File: config.mk
export PLATFORM = sky130hd
export DESIGN_NAME = bus_core
export DESIGN_NICKNAME = d
export VERILOG_FILES = /design/src/rtl/bus_pkg.sv /design/src/rtl/bus_alu.sv /design/src/rtl/bus_core.sv
export SDC_FILE = /design/constraint.sdc
export NUM_CORES = 1
export LEC_CHECK = 0
export ABC_CLOCK_PERIOD_IN_PS = 3200
export CAP_MARGIN = 20
export CORE_MARGIN = 5
export CORE_UTILIZATION = 40
export DETAILED_ROUTE_END_ITERATION = 8
export HOLD_SLACK_MARGIN = 0.08
export MAX_ROUTING_LAYER = met4
export PLACE_DENSITY = 0.55
export SYNTH_ARGS = -nofsm -noshare
export SYNTH_HDL_FRONTEND = slang
export SYNTH_SLANG_ARGS = --single-unit
File: constraint.sdc
create_clock -name clk -period 3.2 [get_ports clk]
set_input_delay 0.64 -clock clk [delete_from_list [all_inputs] [get_ports clk]]
set_output_delay 0.64 -clock clk [all_outputs]
set_load 0.02 [all_outputs]
File: src/rtl/bus_pkg.sv
// Shared encodings for the bus_core 8-bit CPU: opcodes, ALU functions,
// branch conditions and the special source/destination selectors.
package bus_pkg;

   typedef enum logic [1:0] {
      OP_COPY = 2'b00,
      OP_ALU  = 2'b01,
      OP_IMM  = 2'b10,
      OP_COND = 2'b11
   } opcode_e;

   typedef enum logic [2:0] {
      ALU_OR   = 3'd0,
      ALU_NAND = 3'd1,
      ALU_NOR  = 3'd2,
      ALU_AND  = 3'd3,
      ALU_ADD  = 3'd4,
      ALU_SUB  = 3'd5,
      ALU_XOR  = 3'd6,
      ALU_NOT  = 3'd7
   } alu_func_e;

   typedef enum logic [2:0] {
      COND_NEVER  = 3'd0,
      COND_EQZ    = 3'd1,
      COND_LTZ    = 3'd2,
      COND_LEZ    = 3'd3,
      COND_ALWAYS = 3'd4,
      COND_NEZ    = 3'd5,
      COND_GEZ    = 3'd6,
      COND_GTZ    = 3'd7
   } cond_e;

   localparam logic [2:0] SRC_ZERO = 3'd6;
   localparam logic [2:0] SRC_IO   = 3'd7;
   localparam logic [2:0] DST_NULL = 3'd6;
   localparam logic [2:0] DST_IO   = 3'd7;

endpackage

File: src/rtl/bus_alu.sv
// Purely combinational ALU for bus_core; ADD/SUB wrap, no flags are produced.
module bus_alu
   import bus_pkg::*;
#(
   parameter int W = 8
) (
   input  logic [W-1:0] a,
   input  logic [W-1:0] b,
   input  alu_func_e    func,
   output logic [W-1:0] y
);

   always_comb begin
      y = '0;
      case (func)
         ALU_OR:   y = a | b;
         ALU_NAND: y = ~(a & b);
         ALU_NOR:  y = ~(a | b);
         ALU_AND:  y = a & b;
         ALU_ADD:  y = a + b;
         ALU_SUB:  y = a - b;
         ALU_XOR:  y = a ^ b;
         ALU_NOT:  y = ~a;
         default:  y = '0;
      endcase
   end

endmodule

File: src/rtl/bus_core.sv
// Single-cycle 8-bit CPU datapath: decoder, six-entry register file, ALU,
// signed branch condition unit, program counter and output port register.
module bus_core
   import bus_pkg::*;
#(
   parameter int W    = 8,
   parameter int NREG = 6
) (
   input  logic         clk,
   input  logic         rst_n,
   input  logic [7:0]   code_in,
   input  logic [W-1:0] data_in,
   output logic [W-1:0] data_out,
   output logic [W-1:0] code_addr_out
);

   opcode_e      op;
   logic [2:0]   fld_a;
   logic [2:0]   fld_b;

   logic [W-1:0] regs_q [NREG];
   logic [W-1:0] regs_d [NREG];
   logic [W-1:0] pc_q;
   logic [W-1:0] pc_d;
   logic [W-1:0] data_out_q;
   logic [W-1:0] data_out_d;

   logic [W-1:0] src_val;
   logic [W-1:0] alu_y;
   logic         r3_zero;
   logic         r3_neg;
   logic         cond_true;

   assign op    = opcode_e'(code_in[7:6]);
   assign fld_a = code_in[5:3];
   assign fld_b = code_in[2:0];

   // SRC_ZERO matches no register, so it falls through to the zero default.
   always_comb begin
      src_val = '0;
      if (fld_a == SRC_IO) begin
         src_val = data_in;
      end else begin
         for (int i = 0; i < NREG; i++) begin
            if (fld_a == 3'(i)) src_val = regs_q[i];
         end
      end
   end

   bus_alu #(.W(W)) u_alu (
      .a    (regs_q[1]),
      .b    (regs_q[2]),
      .func (alu_func_e'(fld_b)),
      .y    (alu_y)
   );

   always_comb begin
      r3_zero   = (regs_q[3] == '0);
      r3_neg    = regs_q[3][W-1];
      cond_true = 1'b0;
      case (cond_e'(fld_b))
         COND_NEVER:  cond_true = 1'b0;
         COND_EQZ:    cond_true = r3_zero;
         COND_LTZ:    cond_true = r3_neg;
         COND_LEZ:    cond_true = r3_neg | r3_zero;
         COND_ALWAYS: cond_true = 1'b1;
         COND_NEZ:    cond_true = ~r3_zero;
         COND_GEZ:    cond_true = ~r3_neg;
         COND_GTZ:    cond_true = ~r3_neg & ~r3_zero;
         default:     cond_true = 1'b0;
      endcase
   end

   // DST_NULL matches neither a register nor the port, so the value is dropped.
   always_comb begin
      regs_d     = regs_q;
      data_out_d = data_out_q;
      pc_d       = pc_q + W'(1);
      case (op)
         OP_COPY: begin
            if (fld_b == DST_IO) data_out_d = src_val;
            for (int i = 0; i < NREG; i++) begin
               if (fld_b == 3'(i)) regs_d[i] = src_val;
            end
         end
         OP_ALU:  regs_d[3] = alu_y;
         OP_IMM:  regs_d[0] = W'(code_in[5:0]);
         OP_COND: if (cond_true) pc_d = regs_q[0];
         default: ;
      endcase
   end

   always_ff @(posedge clk or negedge rst_n) begin
      if (!rst_n) begin
         regs_q     <= '{default: '0};
         pc_q       <= '0;
         data_out_q <= '0;
      end else begin
         regs_q     <= regs_d;
         pc_q       <= pc_d;
         data_out_q <= data_out_d;
      end
   end

   assign data_out      = data_out_q;
   assign code_addr_out = pc_q;

endmodule

### Yosys cells after proc, flatten, opt, wreduce, memory -nomap -nowiden

Index checks and enable logic that the tools add are counted.

* register bits: 64
* input bits: 18
* output and inout bits: 16
* word-level logic and storage cells: 67

* add/subtract/negate cells: 3
* equal/unequal tests: 18
* muxes and demuxes: 15
* bitwise logic cells: 10
* reduce and logical (&&, ||, !) cells: 13

Operator list (count)
* $mux W8: 11
* $pmux W8 S8: 1
* $pmux W8 S2: 2
* $not A8 Y8: 3
* $eq A3 B3 Y1 const B: 7
* $reduce_and A2 Y1: 7
* $eq A3 B2 Y1 const B: 4
* $add A8 B1 Y8 const B: 1
* $add A8 B8 Y8: 1
* $and A8 B8 Y8: 1
* $logic_not A8 Y1: 1
* $or A8 B8 Y8: 1
* $pmux W1 S8: 1
* $sub A8 B8 Y8: 1
* $xor A8 B8 Y8: 1
* $eq A3 B1 Y1 const B: 2
* $logic_not A3 Y1: 2
* $eq A2 B2 Y1 const B: 2
* $ne A2 B2 Y1 const B: 2
* $reduce_bool A2 Y1: 2
* $eq A2 B1 Y1 const B: 1
* $logic_not A2 Y1: 1
* $not A1 Y1: 2
* $and A1 B1 Y1: 1
* $or A1 B1 Y1: 1

### Depth between registers and ports, before layout

* word-level depth: 10
* gate-level depth with buffers: 12
* mapped depth without buffers: 12

### Cells and area by module

Synthesis repeated with hierarchy kept, for this count alone.

* cells, all modules: 455
* area, all modules: 4302.9 um2

Modules (own cells, without submodules)
* bus_core: instances 1, cells each 299, area each 3194.3 um2, seq. area each 1601.5 um2
* bus_alu: instances 1, cells each 156, area each 1108.6 um2, seq. area each 0.0 um2

### Worst setup path before layout

OpenSTA, ideal clock, no wires.

* path type: input port to flip-flop
* start: in code_in[2]
* end: reg regs_q (netlist bit r3_neg)
* setup time: 0.099 ns
* arrival time: 2.774 ns
* path slack: 0.326 ns
* stages: 12
* path buffers: 1
* cells stage by stage: nor2b_1 and2_0 buf_2 nor2_1 xnor2_1 ha_1 a21oi_1 nor2b_1 a311o_1 o31ai_4 xnor2_1 a311oi_1

* word-level cells in the longest chain between the ends: 3
* elaborated cells on any way between the ends: 12

Ends and longest elaborated chain
* start: declaration: line bus_core.sv:11 `input logic [7:0] code_in,`
* $eq A3 B3 Y1 (tied with other cells): line bus_alu.sv:15 `case (func)`
* $pmux W8 S8 or $ne A2 B2 Y1 (tied branches)
* $pmux W8 S2 or $reduce_and A2 Y1 (tied branches)
* end signal: assignment: line bus_core.sv:99 `regs_q <= regs_d;`
* end: declaration: line bus_core.sv:21 `logic [W-1:0] regs_q [NREG];`

Several ways; a longest one is shown, not always the timed one.
A chain may end at the register's enable or synchronous reset.

### Worst setup path in the final report

Same ends and word-level chain as after synthesis.

==> impl_table.tex <==
\begin{tabular}{lr}
\hline
Metric & Value \\
\hline
\multicolumn{2}{l}{\textbf{Status}} \\
\quad Outcome & finished, final reports clean \\
\multicolumn{2}{l}{\textbf{Detailed routing}} \\
\quad Drt pass-1 iters & 5 \\
\quad Metal3 WL & 673 µm \\
\quad Routed length on met1 & 5770 µm \\
\quad Vias per cell & 5.72 \\
\quad DRC Markers & 0 \\
\quad Post-detailed-route count of antenna-violating nets & 0 \\
\quad Number of DRC violations after detailed-routing iteration 0 & 308 \\
\quad WL final & 12900 µm \\
\quad DR WL met2 & 6200 µm \\
\quad Total via count in the routed design & 3865 \\
\quad Highest routing layer actually used & met4 \\
\quad Final routed wire length divided by cell count & 19.1 µm \\
\multicolumn{2}{l}{\textbf{Clock tree}} \\
\quad CTS max path bufs & 2 \\
\quad CTS tree & built \\
\quad TritonCTS Sinks & 64 \\
\quad Max H-tree Level & 3 \\
\quad CTS clk-pin slew, worst paths & $\sim$0.080 ns \\
\quad Total clock buffers created by CTS & 9 \\
\quad Clock Latency Late Sink & 0.34 ns \\
\quad Clock root buffer & sky130\_fd\_sc\_hd\_\_clkbuf\_8 \\
\multicolumn{2}{l}{\textbf{Power and ir drop}} \\
\quad Cell area power density & 675 nW/µm² \\
\quad Sequential group share of total power & 0.357 \\
\quad Switching part of the total & 0.380 \\
\quad Combinational cell fraction of total power & 0.444 \\
\quad Relative contribution of the clock network to total power & 0.199 \\
\quad Peak VDD IR & 0.309 mV \\
\quad Sw Pwr & around 1.4 mW \\
\quad Cell-internal power & 2.21 mW \\
\quad Leakage power & about 2.3 nW \\
\multicolumn{2}{l}{\textbf{Yosys}} \\
\quad Yosys warnings & 0 \\
\quad Cell area after synthesis & 4440 µm² \\
\quad Area leader, netlist & sky130\_fd\_sc\_hd\_\_dfrtp\_1 \\
\quad Yosys top cell area share & 0.361 \\
\quad Largest cells by area after synthesis & sky130\_fd\_sc\_hd\_\_dfrtp\_1 36\%, sky130\_fd\_sc\_hd\_\_mux2\_2 7.9\%, sky130\_fd\_sc\_hd\_\_ha\_1 7.1\%, sky130\_fd\_sc\_hd\_\_a21oi\_1 4.5\%, sky130\_fd\_sc\_hd\_\_nor2\_1 3.8\% \\
\quad Cell count after synthesis & between 400 and 500 \\
\quad Dominant synthesized flop cell & sky130\_fd\_sc\_hd\_\_dfrtp\_1 \\
\quad Fraction of registers with async set or reset after synthesis & 1.00 \\
\quad Number of distinct standard cells referenced by the synthesized netlist & 68 \\
\quad Number of nets produced by synthesis & 520 \\
\quad Sequential area share after synthesis & 0.361 \\
\quad Seq cells post-synth & 64 \\
\quad Post-synthesis area per instance & 9.32 µm² \\
\quad Number of flops mapped to enable cells by yosys & 0 \\
\multicolumn{2}{l}{\textbf{Layout}} \\
\quad Area grow syn2layout & 18.9\% \\
\quad Antenna Cells & 0 \\
\quad Non-filler cells, final & 676 \\
\quad Fraction of layout instances using a drive strength above 1 & 0.198 \\
\quad Count of nets after finishing & 575 \\
\multicolumn{2}{l}{\textbf{STA}} \\
\quad Number of max-slew violations in the final report & 0 \\
\quad Setup repair after global routing missed its margin & no \\
\quad Total negative setup slack & 0 ns \\
\quad Final setup skew & between 0.015 and 0.02 ns \\
\quad Minimum period implied by the final worst setup slack & 2.99 ns \\
\quad Peak Freq & approximately 330 MHz \\
\quad Min Hold Slack & roughly 0.23 ns \\
\quad Final hold violations & 0 \\
\quad Tcrit/Tclk final & 0.935 \\
\quad Final number of setup-violating endpoints & 0 \\
\quad Worst max-slew margin expressed relative to the limit & 0.393 \\
\quad Transition time of the tightest slew-check pin & 0.911 ns \\
\multicolumn{2}{l}{\textbf{Global route}} \\
\quad Vias in the first global route & 3763 \\
\quad First-pass GRT wire length & 21000 µm \\
\quad Global-route usage over all layers & 0.211 \\
\quad Maximum number of pins on one net before global-route repair & 38 \\
\quad Number of antenna violations at the first check in global routing & 0 \\
\quad Global route total overflow & 0 \\
\multicolumn{2}{l}{\textbf{Floorplanning}} \\
\quad I/O pins & 34 \\
\quad Rows & 38 \\
\quad Die height & 115 µm \\
\quad Floorplan die width & roughly 120 µm \\
\quad Effective utilization at floorplan & 0.409 \\
\quad Placeable core region & 10800 µm² \\
\quad Die Area & 13300 µm² \\
\multicolumn{2}{l}{\textbf{Setup path}} \\
\quad Setup Crit Path Kind & in2reg \\
\quad Endpoint class of the critical path & flip-flop \\
\quad Startpoint types & input port \\
\quad Data arrival, critical path & 3.23 ns \\
\quad Required time at the worst-slack endpoint & 3.44 ns \\
\quad Crit-path max FO & 5 \\
\multicolumn{2}{l}{\textbf{Place}} \\
\quad Final HPWL from detailed placement & 9730 µm \\
\quad Count of input and output buffers & 33 \\
\quad Final GP Congestion & 0.948 \\
\quad Cells after DPL & between 600 and 700 \\
\multicolumn{2}{l}{\textbf{Flow run}} \\
\quad Max cap viols & 0 \\
\multicolumn{2}{l}{\textbf{Worst hold path}} \\
\quad Kind of path behind the tightest hold check & in2async \\
\hline
\end{tabular}
-- cell usage after synthesis (5+ instances only) --
cell	instances
sky130_fd_sc_hd__a21oi_1	40
sky130_fd_sc_hd__ha_1	25
sky130_fd_sc_hd__a221o_1	5
sky130_fd_sc_hd__xnor2_1	12
sky130_fd_sc_hd__a31oi_1	5
sky130_fd_sc_hd__nor2_1	45
sky130_fd_sc_hd__a22oi_1	13
sky130_fd_sc_hd__inv_1	21
sky130_fd_sc_hd__mux2i_1	9
sky130_fd_sc_hd__nor3_1	11
sky130_fd_sc_hd__a21o_1	5
sky130_fd_sc_hd__a221oi_1	5
sky130_fd_sc_hd__clkbuf_1	7
sky130_fd_sc_hd__dfrtp_1	64
sky130_fd_sc_hd__nand2b_1	6
sky130_fd_sc_hd__buf_2	13
sky130_fd_sc_hd__nand2_1	33
sky130_fd_sc_hd__xor2_1	8
sky130_fd_sc_hd__mux2_2	31
sky130_fd_sc_hd__nand3_1	6
sky130_fd_sc_hd__nor2b_1	12
sky130_fd_sc_hd__o21ai_0	33
-- power groups by stage --
| stage | clock network [mW] | registers [mW] | logic (mW) |
|---|---|---|---|
| after floorplan | 0 | 1.30 | 0.952 |
| after global placement | 0 | 1.28 | 1.54 |
| after detailed placement | 0 | 1.29 | 1.58 |
| after CTS | 0.731 | 1.27 | 1.59 |
| after global routing | 0.768 | 1.30 | 1.75 |
| final | 0.709 | 1.27 | 1.58 |
-- registers in the layout (all words and copies together) (netlist names) --
signal and count:
regs_q 47, code_addr_out 8, data_out 8, r3_neg 1
-- worst max-delay path: stages --
cell,delay [ns]
sky130_fd_sc_hd__clkdlybuf4s50_1,0.47
sky130_fd_sc_hd__nor2b_1,0.20
sky130_fd_sc_hd__and2_1,0.24
sky130_fd_sc_hd__nor2_1,0.08
sky130_fd_sc_hd__xnor2_1,0.15
sky130_fd_sc_hd__ha_1,0.30
sky130_fd_sc_hd__a21oi_1,0.14
sky130_fd_sc_hd__nor2b_1,0.06
sky130_fd_sc_hd__a311o_1,0.38
sky130_fd_sc_hd__o31ai_4,0.21
sky130_fd_sc_hd__xnor2_1,0.10
sky130_fd_sc_hd__a311oi_1,0.25
-- cell type report --
class	instances	area, µm²
Sequential cell	64	1600
Clock buffer	11	141
Multi-Input combinational cell	364	2620
Clock inverter	5	56.3
Tap cell	140	175
Inverter	22	82.6
Fill cell	1039	5560
Timing Repair Buffer	70	603
-- stage by stage --
stage	setup WS (ns)	cell area, µm²	total power [mW]	util
after floorplan	0.326	4440	2.26	-
after global placement	-0.125	5080	2.82	0.468
after detailed placement	-0.195	5080	2.86	0.468
after CTS	0.146	5280	3.59	0.487
after global routing	0.0150	5280	3.82	0.487
final	0.208	5280	3.56	0.487
-- worst paths after layout --
path                       depth (start not counted)    endpoint       start  slack [ns]
setup / recovery                                  12      r3_neg  code_in[2]        0.21
hold / removal                                     1  regs_q[32]       rst_n        0.23
setup reg to reg                                  11      r3_neg  regs_q[24]        0.38
hold reg to reg                                    2  regs_q[12]  regs_q[12]        0.49
max in group asynchronous                          2  regs_q[26]       rst_n        2.23
min in group clk                                   2  regs_q[12]  regs_q[12]        0.49
-- logic make-up after synthesis --
| kind of cell | share of synthesized area |
|---|---|
| buffers and inverters | 0.0494 |
| AND/OR/NAND/NOR | 0.143 |
| XOR/XNOR | 0.0395 |
| multiplexers | 0.117 |
| flip-flops | 0.361 |
| adder cells (fa/ha/maj) | 0.0750 |
| AO/OA/AOI/OAI | 0.215 |
-- layer usage --
metal  up-vias  global-route usage
li1       1833                   -
met1      1896               0.281
met2       118               0.333
met3        18              0.0358
met4         0              0.0548
met5         -                   -
-- placed cells by master (no fill, tap or decap), types with 4 or more instances in the layout --
master / instances
sky130_fd_sc_hd__xor2_1: 8
sky130_fd_sc_hd__nor3_1: 11
sky130_fd_sc_hd__buf_4: 37
sky130_fd_sc_hd__a22oi_1: 13
sky130_fd_sc_hd__a221oi_1: 5
sky130_fd_sc_hd__dfrtp_1: 64
sky130_fd_sc_hd__inv_1: 21
sky130_fd_sc_hd__xnor2_1: 12
sky130_fd_sc_hd__mux2i_1: 9
sky130_fd_sc_hd__o21ai_1: 4
sky130_fd_sc_hd__nand2_1: 33
sky130_fd_sc_hd__mux2_2: 31
sky130_fd_sc_hd__a21oi_1: 40
sky130_fd_sc_hd__a221o_1: 5
sky130_fd_sc_hd__nor2b_1: 12
sky130_fd_sc_hd__clkbuf_8: 10
sky130_fd_sc_hd__o21ai_0: 33
sky130_fd_sc_hd__nand3_1: 6
sky130_fd_sc_hd__ha_1: 25
sky130_fd_sc_hd__clkdlybuf4s50_1: 32
sky130_fd_sc_hd__a31oi_1: 5
sky130_fd_sc_hd__nor2_1: 45
sky130_fd_sc_hd__a21o_1: 5
sky130_fd_sc_hd__nand2b_1: 6
-- timing repair --
action,4_1_cts,5_1_grt
setup endpoints to repair,0,1
resized for setup,0,1
hold buffers,0,0
buffers inserted,0,0
endpoints found under the hold margin,0,0
(Power assumes the default switching activity.)
